==> src/rtl/vram_pkg.sv <==
// vram_pkg: shared constants and types for the VRAM arbiter slice.
//   ADDR_W/DATA_W/DEPTH  VRAM geometry (80 words/line x 120 lines)
//   req_id_t             requester id (display / CPU)
//   resp_tag_t           per-access tag carried down the response pipeline
//   arb_state_t          arbiter FSM state
package vram_pkg;
  localparam int ADDR_W = 14;
  localparam int DATA_W = 16;
  localparam int DEPTH  = 9600;

  typedef enum logic {REQ_DISP = 1'b0, REQ_CPU = 1'b1} req_id_t;

  typedef struct packed {
    req_id_t id;
    logic    is_read;
    logic    in_range;
  } resp_tag_t;

  typedef enum logic {ST_WAIT = 1'b0, ST_RUN = 1'b1} arb_state_t;

  function automatic logic addr_ok(input logic [ADDR_W-1:0] a);
    return a < ADDR_W'(DEPTH);
  endfunction
endpackage

==> src/rtl/vram_arbiter_if.sv <==
// vram_arbiter_if: display, CPU and VRAM-side signals of the arbiter.
//   modport slave  : arbiter view (takes requests, drives grants/responses and mem_*)
//   modport master : environment view (requesters and the VRAM itself)
interface vram_arbiter_if;
  import vram_pkg::*;

  logic              disp_req;
  logic              disp_urgent;
  logic [ADDR_W-1:0] disp_addr;
  logic              disp_gnt;
  logic              disp_rvalid;
  logic [DATA_W-1:0] disp_rdata;

  logic              cpu_req;
  logic              cpu_we;
  logic [ADDR_W-1:0] cpu_addr;
  logic [DATA_W-1:0] cpu_wdata;
  logic              cpu_gnt;
  logic              cpu_rvalid;
  logic [DATA_W-1:0] cpu_rdata;

  logic              mem_en;
  logic              mem_we;
  logic [ADDR_W-1:0] mem_addr;
  logic [DATA_W-1:0] mem_wdata;
  logic [DATA_W-1:0] mem_rdata;

  modport slave (
    input  disp_req, disp_urgent, disp_addr,
    output disp_gnt, disp_rvalid, disp_rdata,
    input  cpu_req, cpu_we, cpu_addr, cpu_wdata,
    output cpu_gnt, cpu_rvalid, cpu_rdata,
    output mem_en, mem_we, mem_addr, mem_wdata,
    input  mem_rdata
  );

  modport master (
    output disp_req, disp_urgent, disp_addr,
    input  disp_gnt, disp_rvalid, disp_rdata,
    output cpu_req, cpu_we, cpu_addr, cpu_wdata,
    input  cpu_gnt, cpu_rvalid, cpu_rdata,
    input  mem_en, mem_we, mem_addr, mem_wdata,
    output mem_rdata
  );
endinterface

==> src/rtl/vram_arbiter_arb_rr2.sv <==
// arb_rr2: 2-way round-robin picker with display priority override.
//   clk, rst_n : clock, async active-low reset
//   en         : grants allowed this cycle
//   urgent     : display request takes strict priority
//   req[1:0]   : requests indexed by req_id_t
//   gnt[1:0]   : one-hot (or zero) grant, combinational
// Pointer names the side that wins a tie; resets to CPU.
module arb_rr2
  import vram_pkg::*;
(
  input  logic       clk,
  input  logic       rst_n,
  input  logic       en,
  input  logic       urgent,
  input  logic [1:0] req,
  output logic [1:0] gnt
);
  req_id_t ptr;

  always_comb begin
    gnt = '0;
    if (en) begin
      if (req[REQ_DISP] && urgent) gnt[REQ_DISP] = 1'b1;
      else if (&req)               gnt[ptr]      = 1'b1;
      else                         gnt           = req;
    end
  end

  // Hand the tie to whichever side did not just win.
  always_ff @(posedge clk or negedge rst_n) begin
    if (!rst_n)       ptr <= REQ_CPU;
    else if (|gnt)    ptr <= gnt[REQ_CPU] ? REQ_DISP : REQ_CPU;
  end
endmodule

==> src/rtl/vram_arbiter.sv <==
// vram_arbiter: shares the synchronous-read VRAM port between the scanline
// fetcher (display) and the CPU screen window.
//   clk, rst_n     : clock, async active-low reset
//   mem_ready      : VRAM loaded; no grants while low
//   bus (slave)    : display/CPU request+response, mem_* strobes, mem_rdata
//   cpu_stall_cnt  : (VRAM_ARB_STATS_EN only) saturating count of cycles the
//                    CPU requested without a grant
// Timing: gnt in cycle N, mem_* registered at N+1, rvalid/rdata at N+2.
module vram_arbiter
  import vram_pkg::*;
(
  input  logic           clk,
  input  logic           rst_n,
  input  logic           mem_ready,
`ifdef VRAM_ARB_STATS_EN
  output logic [15:0]    cpu_stall_cnt,
`endif
  vram_arbiter_if.slave  bus
);
  localparam int STAGES = 2;

  arb_state_t state, state_nxt;
  logic       gnt_en;
  logic [1:0] req, gnt;

  // FSM: state register
  always_ff @(posedge clk or negedge rst_n) begin
    if (!rst_n) state <= ST_WAIT;
    else        state <= state_nxt;
  end

  // FSM: next state
  always_comb begin
    state_nxt = state;
    case (state)
      ST_WAIT: if (mem_ready)  state_nxt = ST_RUN;
      ST_RUN:  if (!mem_ready) state_nxt = ST_WAIT;
      default: state_nxt = ST_WAIT;
    endcase
  end

  // FSM: outputs. Grants open in the very cycle mem_ready rises and close
  // in the very cycle it falls.
  always_comb begin
    gnt_en = 1'b0;
    case (state)
      ST_WAIT: gnt_en = mem_ready;
      ST_RUN:  gnt_en = mem_ready;
      default: gnt_en = 1'b0;
    endcase
  end

  assign req[REQ_DISP] = bus.disp_req;
  assign req[REQ_CPU]  = bus.cpu_req;

  arb_rr2 u_rr (
    .clk    (clk),
    .rst_n  (rst_n),
    .en     (gnt_en),
    .urgent (bus.disp_urgent),
    .req    (req),
    .gnt    (gnt)
  );

  assign bus.disp_gnt = gnt[REQ_DISP];
  assign bus.cpu_gnt  = gnt[REQ_CPU];

  // Selected request
  logic              sel_cpu;
  logic [ADDR_W-1:0] sel_addr;
  logic              sel_we;
  logic              sel_ok;

  assign sel_cpu  = gnt[REQ_CPU];
  assign sel_addr = sel_cpu ? bus.cpu_addr : bus.disp_addr;
  assign sel_we   = sel_cpu & bus.cpu_we;
  assign sel_ok   = addr_ok(sel_addr);

  // VRAM strobes; out-of-range accesses never reach the RAM.
  always_ff @(posedge clk or negedge rst_n) begin
    if (!rst_n) begin
      bus.mem_en    <= 1'b0;
      bus.mem_we    <= 1'b0;
      bus.mem_addr  <= '0;
      bus.mem_wdata <= '0;
    end else begin
      bus.mem_en <= (|gnt) & sel_ok;
      bus.mem_we <= (|gnt) & sel_ok & sel_we;
      if (|gnt) begin
        bus.mem_addr  <= sel_addr;
        bus.mem_wdata <= bus.cpu_wdata;
      end
    end
  end

  // Response tag pipeline
  logic [STAGES:0] vld_pipe;
  resp_tag_t       tag_pipe [STAGES:0];

  assign vld_pipe[0]          = |gnt;
  assign tag_pipe[0].id       = sel_cpu ? REQ_CPU : REQ_DISP;
  assign tag_pipe[0].is_read  = ~sel_we;
  assign tag_pipe[0].in_range = sel_ok;

  always_ff @(posedge clk or negedge rst_n) begin
    if (!rst_n) begin
      vld_pipe[STAGES:1] <= '0;
      for (int i = 1; i <= STAGES; i++) tag_pipe[i] <= '0;
    end else begin
      vld_pipe[STAGES:1] <= vld_pipe[STAGES-1:0];
      for (int i = 1; i <= STAGES; i++) tag_pipe[i] <= tag_pipe[i-1];
    end
  end

  resp_tag_t         tag_out;
  logic [DATA_W-1:0] rd_val;
  logic [DATA_W-1:0] disp_hold, cpu_hold;

  assign tag_out = tag_pipe[STAGES];
  assign rd_val  = tag_out.in_range ? bus.mem_rdata : '0;

  assign bus.disp_rvalid = vld_pipe[STAGES] & tag_out.is_read & (tag_out.id == REQ_DISP);
  assign bus.cpu_rvalid  = vld_pipe[STAGES] & tag_out.is_read & (tag_out.id == REQ_CPU);

  // Read data is passed through on rvalid and held afterwards.
  always_ff @(posedge clk or negedge rst_n) begin
    if (!rst_n) begin
      disp_hold <= '0;
      cpu_hold  <= '0;
    end else begin
      if (bus.disp_rvalid) disp_hold <= rd_val;
      if (bus.cpu_rvalid)  cpu_hold  <= rd_val;
    end
  end

  assign bus.disp_rdata = bus.disp_rvalid ? rd_val : disp_hold;
  assign bus.cpu_rdata  = bus.cpu_rvalid  ? rd_val : cpu_hold;

`ifdef VRAM_ARB_STATS_EN
  always_ff @(posedge clk or negedge rst_n) begin
    if (!rst_n)
      cpu_stall_cnt <= '0;
    else if (bus.cpu_req && !bus.cpu_gnt && cpu_stall_cnt != 16'hFFFF)
      cpu_stall_cnt <= cpu_stall_cnt + 16'd1;
  end
`endif
endmodule

==> src/flat_wrapper.sv <==
// flat-port wrapper written by rule: the top's interface ports become plain ports
module vram_arbiter_flat import vram_pkg::*;
  (clk, rst_n, mem_ready, bus_disp_req, bus_disp_urgent, bus_disp_addr, bus_disp_gnt, bus_disp_rvalid, bus_disp_rdata, bus_cpu_req, bus_cpu_we, bus_cpu_addr, bus_cpu_wdata, bus_cpu_gnt, bus_cpu_rvalid, bus_cpu_rdata, bus_mem_en, bus_mem_we, bus_mem_addr, bus_mem_wdata, bus_mem_rdata);
  vram_arbiter_if bus_i ();
  input  logic clk;
  input  logic rst_n;
  input  logic mem_ready;
  input wire logic [$bits(bus_i.disp_req)-1:0] bus_disp_req;
  input wire logic [$bits(bus_i.disp_urgent)-1:0] bus_disp_urgent;
  input wire logic [$bits(bus_i.disp_addr)-1:0] bus_disp_addr;
  output wire logic [$bits(bus_i.disp_gnt)-1:0] bus_disp_gnt;
  output wire logic [$bits(bus_i.disp_rvalid)-1:0] bus_disp_rvalid;
  output wire logic [$bits(bus_i.disp_rdata)-1:0] bus_disp_rdata;
  input wire logic [$bits(bus_i.cpu_req)-1:0] bus_cpu_req;
  input wire logic [$bits(bus_i.cpu_we)-1:0] bus_cpu_we;
  input wire logic [$bits(bus_i.cpu_addr)-1:0] bus_cpu_addr;
  input wire logic [$bits(bus_i.cpu_wdata)-1:0] bus_cpu_wdata;
  output wire logic [$bits(bus_i.cpu_gnt)-1:0] bus_cpu_gnt;
  output wire logic [$bits(bus_i.cpu_rvalid)-1:0] bus_cpu_rvalid;
  output wire logic [$bits(bus_i.cpu_rdata)-1:0] bus_cpu_rdata;
  output wire logic [$bits(bus_i.mem_en)-1:0] bus_mem_en;
  output wire logic [$bits(bus_i.mem_we)-1:0] bus_mem_we;
  output wire logic [$bits(bus_i.mem_addr)-1:0] bus_mem_addr;
  output wire logic [$bits(bus_i.mem_wdata)-1:0] bus_mem_wdata;
  input wire logic [$bits(bus_i.mem_rdata)-1:0] bus_mem_rdata;
  assign bus_i.disp_req = bus_disp_req;
  assign bus_i.disp_urgent = bus_disp_urgent;
  assign bus_i.disp_addr = bus_disp_addr;
  assign bus_disp_gnt = bus_i.disp_gnt;
  assign bus_disp_rvalid = bus_i.disp_rvalid;
  assign bus_disp_rdata = bus_i.disp_rdata;
  assign bus_i.cpu_req = bus_cpu_req;
  assign bus_i.cpu_we = bus_cpu_we;
  assign bus_i.cpu_addr = bus_cpu_addr;
  assign bus_i.cpu_wdata = bus_cpu_wdata;
  assign bus_cpu_gnt = bus_i.cpu_gnt;
  assign bus_cpu_rvalid = bus_i.cpu_rvalid;
  assign bus_cpu_rdata = bus_i.cpu_rdata;
  assign bus_mem_en = bus_i.mem_en;
  assign bus_mem_we = bus_i.mem_we;
  assign bus_mem_addr = bus_i.mem_addr;
  assign bus_mem_wdata = bus_i.mem_wdata;
  assign bus_i.mem_rdata = bus_mem_rdata;
  vram_arbiter u_core (.clk(clk), .rst_n(rst_n), .mem_ready(mem_ready), .bus(bus_i));
endmodule
==> config.mk <==
export PLATFORM = sky130hd
export DESIGN_NAME = vram_arbiter_flat
export DESIGN_NICKNAME = d
export VERILOG_FILES = /design/src/rtl/vram_pkg.sv /design/src/rtl/vram_arbiter_if.sv /design/src/rtl/vram_arbiter_arb_rr2.sv /design/src/rtl/vram_arbiter.sv /design/src/flat_wrapper.sv
export SDC_FILE = /design/constraint.sdc
export NUM_CORES = 1
export LEC_CHECK = 0
export CAP_MARGIN = 20
export CORE_MARGIN = 4
export CORE_UTILIZATION = 35
export DETAILED_ROUTE_END_ITERATION = 12
export GPL_TIMING_DRIVEN = 0
export PLACE_DENSITY = 0.81
export SKIP_LAST_GASP = 1
export SYNTH_ARGS = -nofsm -noshare
export SYNTH_HDL_FRONTEND = slang
export SYNTH_HIERARCHICAL = 1
export SYNTH_SLANG_ARGS = --single-unit
==> constraint.sdc <==
create_clock -name clk -period 2.2 [get_ports clk]
set_clock_uncertainty 0.15 [all_clocks]
set_input_delay 0.44 -clock clk [delete_from_list [all_inputs] [get_ports clk]]
set_output_delay 0.44 -clock clk [all_outputs]
set_load 0.05 [all_outputs]
# == Word-level counts from Yosys, hierarchy flattened ==
# Cells that the tools add are included.
# totals
regBits,73
elab_cells,41
# op_classes
order_cmp,3
n_mux,12
n_bitwise,8
n_reduce_logical,4
# op_table
op,n
16-bit two-way mux,3
14-bit less-than comparator (second input constant),1
14-bit two-way mux,1
1-bit bitwise AND,6
1-bit two-way mux,5
2-bit two-way mux,2
1-bit logical AND,2
1-bit by 2-bit less-than comparator with 1-bit output (second input constant),1
1-bit NOT,2
2-bit AND reduction,1
2-bit OR reduction,1
1-bit demux with 1-bit select,1
1-bit >= comparator (second input constant),1

# == Depth between registers and ports, before layout ==
# depth
ltp_word,11
mapped_depth,7
mapped_depth_nobuf,5

# == Modules after synthesis ==
# Netlist, hierarchy kept.
# by_module_without_submodules
mod,n_inst,cells_each,area_per_inst_um2,seq_area_each_um2
vram_arbiter,1,240,2751.4,1801.7
arb_rr2,1,8,75.1,26.3

# == Least setup slack after synthesis ==
# No wires, ideal clock.
# synth_timing
path_kind,flip-flop to flip-flop
startpoint,register u_core.u_rr.ptr
endpoint,register u_core.bus.mem_we
setup_ns,0.066
t_arrival_ns,2.463
required_ns,1.984
slack_ns,-0.479
stages_incl_launch_ff,6
path_buffers,0
synth_period_minus_slack_ns,2.679
path_cell_list,dfstp_2 -> nand2b_1 -> a21oi_1 -> or3b_1 -> a222oi_1 -> o21ba_1
# synth_via
elab_chain_cells,11
# synth_rtl
element,line_no,text
start: declaration,vram_arbiter_arb_rr2.sv:18,req_id_t ptr;
start signal: assignment,vram_arbiter_arb_rr2.sv:32,else if (|gnt) ptr <= gnt[REQ_CPU] ? REQ_DISP : REQ_CPU;
1-bit by 2-bit less-than comparator with 1-bit output (not written as such) / 1-bit >= comparator (equally long branches),vram_arbiter_arb_rr2.sv:24,else if (&req) gnt[ptr] = 1'b1;
1-bit logical AND (not written as such),vram_arbiter_arb_rr2.sv:24,
1-bit two-way mux (not written as such),vram_arbiter_arb_rr2.sv:24,
1-bit demux with 1-bit select *,vram_arbiter_arb_rr2.sv:24,
2-bit two-way mux *,vram_arbiter_arb_rr2.sv:24,
1-bit two-way mux *,vram_arbiter_arb_rr2.sv:23,if (req[REQ_DISP] && urgent) gnt[REQ_DISP] = 1'b1;
2-bit two-way mux *,vram_arbiter_arb_rr2.sv:22,if (en) begin
net bus_cpu_gnt,flat_wrapper.sv:18,output wire logic [$bits(bus_i.cpu_gnt)-1:0] bus_cpu_gnt;
14-bit two-way mux,vram_arbiter.sv:75,assign sel_addr = sel_cpu ? bus.cpu_addr : bus.disp_addr;
14-bit less-than comparator,vram_pkg.sv:22,return a < ADDR_W'(DEPTH);
1-bit bitwise AND,vram_arbiter.sv:88,bus.mem_we <= (|gnt) & sel_ok & sel_we;
1-bit bitwise AND *,vram_arbiter.sv:88,
end signal: assignment,vram_arbiter.sv:88,
end: declaration,vram_arbiter_if.sv:33,"output mem_en, mem_we, mem_addr, mem_wdata,"
# Mark *: on every way through the listed nets, which the timed path passes. The rest lies on a longest branch.
# A chain may end at the register's enable or synchronous reset.

# == Worst setup path after layout ==
# layout_timing
startpoint,"register, netlist name u_core/tag_out[2]"
endpoint,output bus_disp_rdata[10]
# layout_via
elab_chain_cells,3
# layout_rtl
element,line_no,text
1-bit NOT,vram_arbiter.sv:122,assign bus.disp_rvalid = vld_pipe[STAGES] & tag_out.is_read & (tag_out.id == REQ_DISP);
1-bit bitwise AND,vram_arbiter.sv:122,
16-bit two-way mux,vram_arbiter.sv:136,assign bus.disp_rdata = bus.disp_rvalid ? rd_val : disp_hold;
end: declaration,flat_wrapper.sv:13,output wire logic [$bits(bus_i.disp_rdata)-1:0] bus_disp_rdata;
# No other way between the ends.

==> results by group <==
Timing
  • RSZ-0062 raised after global routing: yes
  • Setup violations, final: 0
  • Worst Tran Pin Value: just over 0.9 ns
  • Final period demand of the worst path: about 2.2 ns
  • TNS Setup: 0 ns
  • Slew Limit Fails: 0
  • Final period util: 98.7%
  • Final Hold Viols: 0
  • Final setup margin: 0.0277 ns
  • Max Fclk: around 0.46 GHz
  • Worst hold slack: just over 0.08 ns
  • Slew HR: a little under 40%

Logic synthesis
  • Mapped Cells: 248
  • Post-synthesis instance area: 0.00283 sq mm
  • Register area share after synthesis: between 60 and 70%
  • Synth Area in Simple Gates: 10.4%
  • Area fraction in compound gates after synthesis: 10.6%
  • Async SR Flop Fraction: 100%
  • Syn_nets: approximately 320
  • Synth area leader: dfrtp_1
  • XOR/XNOR Fraction of Synth Area: 0%
  • Area share of the largest cell type after synthesis: 63.7%
  • Synth Warn #: 6
  • Synthesized flop and latch total: 73
  • Synth unique cells: 28
  • Adder-cell share of the synthesized area: 0%
  • Largest family of logic cells by synthesized area: multiplexers
  • Average size of a mapped cell: approximately 11 sq um
  • Post-synth EDFFs: 0
  • Prevailing post-synth register cell: dfrtp_1
  • Multiplexer share of the synthesized area: between 10% and 20%
  • Main area contributors after synthesis: dfrtp_1, nand2_1, o21ai_0

Global routing
  • Largest net degree at the start of global routing: between 70 and 80
  • GRT Util Overall: 16.2%
  • GRT overflow: 0
  • Via count of the first global-routing pass: between 2000 and 3000
  • Initial antenna violation count: 0
  • First-pass GRT wire length: 12600 microns

Layout
  • N_diodes: 0
  • Final core utilization: roughly three fifths
  • Non-Filler Instances: between 500 and 600
  • Layout area overhead: 68.0%
  • Share of cells above drive strength 1: 29.9%
  • Layout Nets: 465

Routing
  • Initial DRC Count: 38
  • Via Count: 2393
  • Avg Vias per Cell: between 4 and 5
  • Router iterations before antenna repair: 4
  • Final ANT Viol Nets: 0
  • # DRC: 0
  • WL final: 7840 microns
  • WL/cell: between 15 and 20 microns

Floorplanning
  • I/O pin count: 135
  • Num rows: 32
  • Total core area: between 0.007 and 0.008 sq mm
  • Die width: around 98 microns
  • Die area: 0.00958 sq mm
  • Initial Util: 36.2%
  • Die Y: around 98 microns

Power and ir drop
  • Sw Pwr: 0.00198 W
  • Peak VDD IR: 364 uV
  • Combinational power share: 44.2%
  • Sw Ratio: 40.3%
  • Int Power: 0.00294 W
  • Clock power share: 20.9%
  • Sequential power share: 34.9%
  • Leakage power: 2.11 nW
  • Pwr dens: 1040 mW/mm^2

Place
  • Pre-CTS WS: -0.674 ns
  • HPWL after DPL: 5620 microns
  • Placed Cells: between 400 and 500
  • Input/output buffers: ~130
  • Final GP Congestion: 0.804

Clock network
  • Clock Latency Late Sink: 0.32 ns
  • Htree depth: 3
  • Cts bufs inserted: 9
  • Longest Clk Path Bufs: 2
  • TritonCTS clock tree: built
  • Clock sink total: 73
  • CTS root buf: clkbuf_8
  • Post-cts hold buffer count: 0
  • Clock slew at reported path FFs: 0.07 ns

Critical path
  • Most used cell along the critical path: buf_4
  • Slowest cell delay on critical path: 0.39 ns
  • Max FO, Critical Path: 7
  • R2R Path Start: u_core/u_rr/ptr$_DFFE_PN1P_
  • CP Capture Type: output port
  • CP cell instances: nand3b_1 > buf_4 > buf_4 > o21ai_4 > buf_6
  • Crit path from: u_core/tag_out[2]$_DFF_PN0_
  • Critical Path Source Type: flop
  • CP max-delay cell: dfrtp_1
  • Worst path required time: between 1.5 and 2 ns
  • Kind of critical path: flop to output port
  • Critical Path AT: 1.58 ns

Job
  • Maxcap violations: 0

Status
  • Status: completed

Worst hold path
  • HP Class: primary input to async pin
==> power by group through the flow <==
stage | combinational (W) | clock [W] | sequential, W
6_report | 0.00218 | 0.00103 | 0.00172
5_1_grt | 0.00227 | 0.00114 | 0.00175
4_1_cts | 0.00210 | 0.00106 | 0.00172
3_5_place_dp | 0.00209 | 0 | 0.00174
3_3_place_gp | 0.00206 | 0 | 0.00172
2_1_floorplan | 0.000943 | 0 | 0.00210
==> flip-flops by register name (all words and copies together), names as in the netlist <==
register / flops
u_core/tag_pipe: 3
u_core/bus.mem_wdata: 16
u_core/u_rr/ptr: 1
u_core/disp_hold: 16
u_core/bus.mem_addr: 14
u_core/tag_out: 3
u_core/cpu_hold: 16
u_core/vld_pipe: 2
u_core/bus.mem_we: 1
u_core/bus.mem_en: 1
==> routing by layer <==
layer,global-route usage [%],part of all wire (%),vias up
li1,-,-,1142
met1,18.3,39,1153
met2,28.0,52,92
met3,6.50,8.0,6
met4,5.11,0.94,0
met5,0,0,-
==> stage by stage <==
step / instance area, sq um / total power [W]
floorplan: 2890 / 0.00304
detailed placement: 4350 / 0.00382
global route: 4750 / 0.00516
global placement: 4360 / 0.00379
finish: 4750 / 0.00492
CTS: 4590 / 0.00488
==> cells in the mapped netlist (2+ instances only) <==
library cell,n
clkbuf_1,11
nand2_1,62
a21oi_1,2
o21ai_0,44
mux2_2,16
buf_2,4
inv_1,3
dfrtp_1,72
mux2i_1,14
a21o_1,2
==> placed cells by master (no fill, tap or decap), types with 3 or more instances in the layout <==
cell type,instances
buf_4,26
o21ai_2,13
nand2_1,57
mux2_2,16
dfrtp_1,71
nand2_2,5
buf_6,17
clkbuf_8,15
o21ai_0,12
buf_2,6
clkdlybuf4s50_1,97
o21ai_1,9
o21ai_4,10
clkbuf_1,3
mux2i_1,14
inv_1,3
==> final cells by class <==
type | instances | area (sq um)
fill | 681 | 3060
sequential | 73 | 1830
timing repair buffer | 140 | 1350
multi-input combinational | 157 | 1120
clock buffer | 12 | 155
tap | 102 | 128
buffer | 14 | 113
clock inverter | 3 | 40.0
inverter | 3 | 11.3
==> cells by family (layout without fill, tap and decap cells) <==
| group | Yosys count | after routing |
|---|---|---|
| buffers and inverters | 18 | 172 |
| flip-flops | 73 | 73 |
| AO/OA/AOI/OAI | 54 | 54 |
| multiplexers | 31 | 31 |
| AND/OR/NAND/NOR | 72 | 72 |
==> critical path: cells and delay by family (launching register included) <==
| kind | cells | cell delay, ns |
|---|---|---|
| AND/OR/NAND/NOR | 1 | 0.16 |
| flip-flops | 1 | 0.39 |
| buffers and inverters | 3 | 0.54 |
| AO/OA/AOI/OAI | 1 | 0.17 |
==> final timing paths <==
path,to,slack (ns),cells after the start
max in group asynchronous,u_core/tag_out[0]$_DFF_PN0_,1.17,1
setup / recovery,bus_disp_rdata[10],0.03,5
setup reg to reg,u_core/bus.mem_wdata[9]$_DFFE_PN0P_,0.12,6
hold / removal,u_core/cpu_hold[2]$_DFF_PN0_,0.08,1
hold reg to reg,u_core/tag_out[0]$_DFF_PN0_,0.20,0
min in group clk,u_core/tag_out[0]$_DFF_PN0_,0.20,0
==> repair_timing <==
item | 4_1_cts | 5_1_grt
gates resized for setup | 257 | 39
endpoints found under the hold margin | 0 | 0
gates cloned | 1 | 0
pin swaps | 1 | 5
endpoints found under the setup margin | 40 | 42
setup buffers | 2 | 3
(Power assumes the default switching activity.)
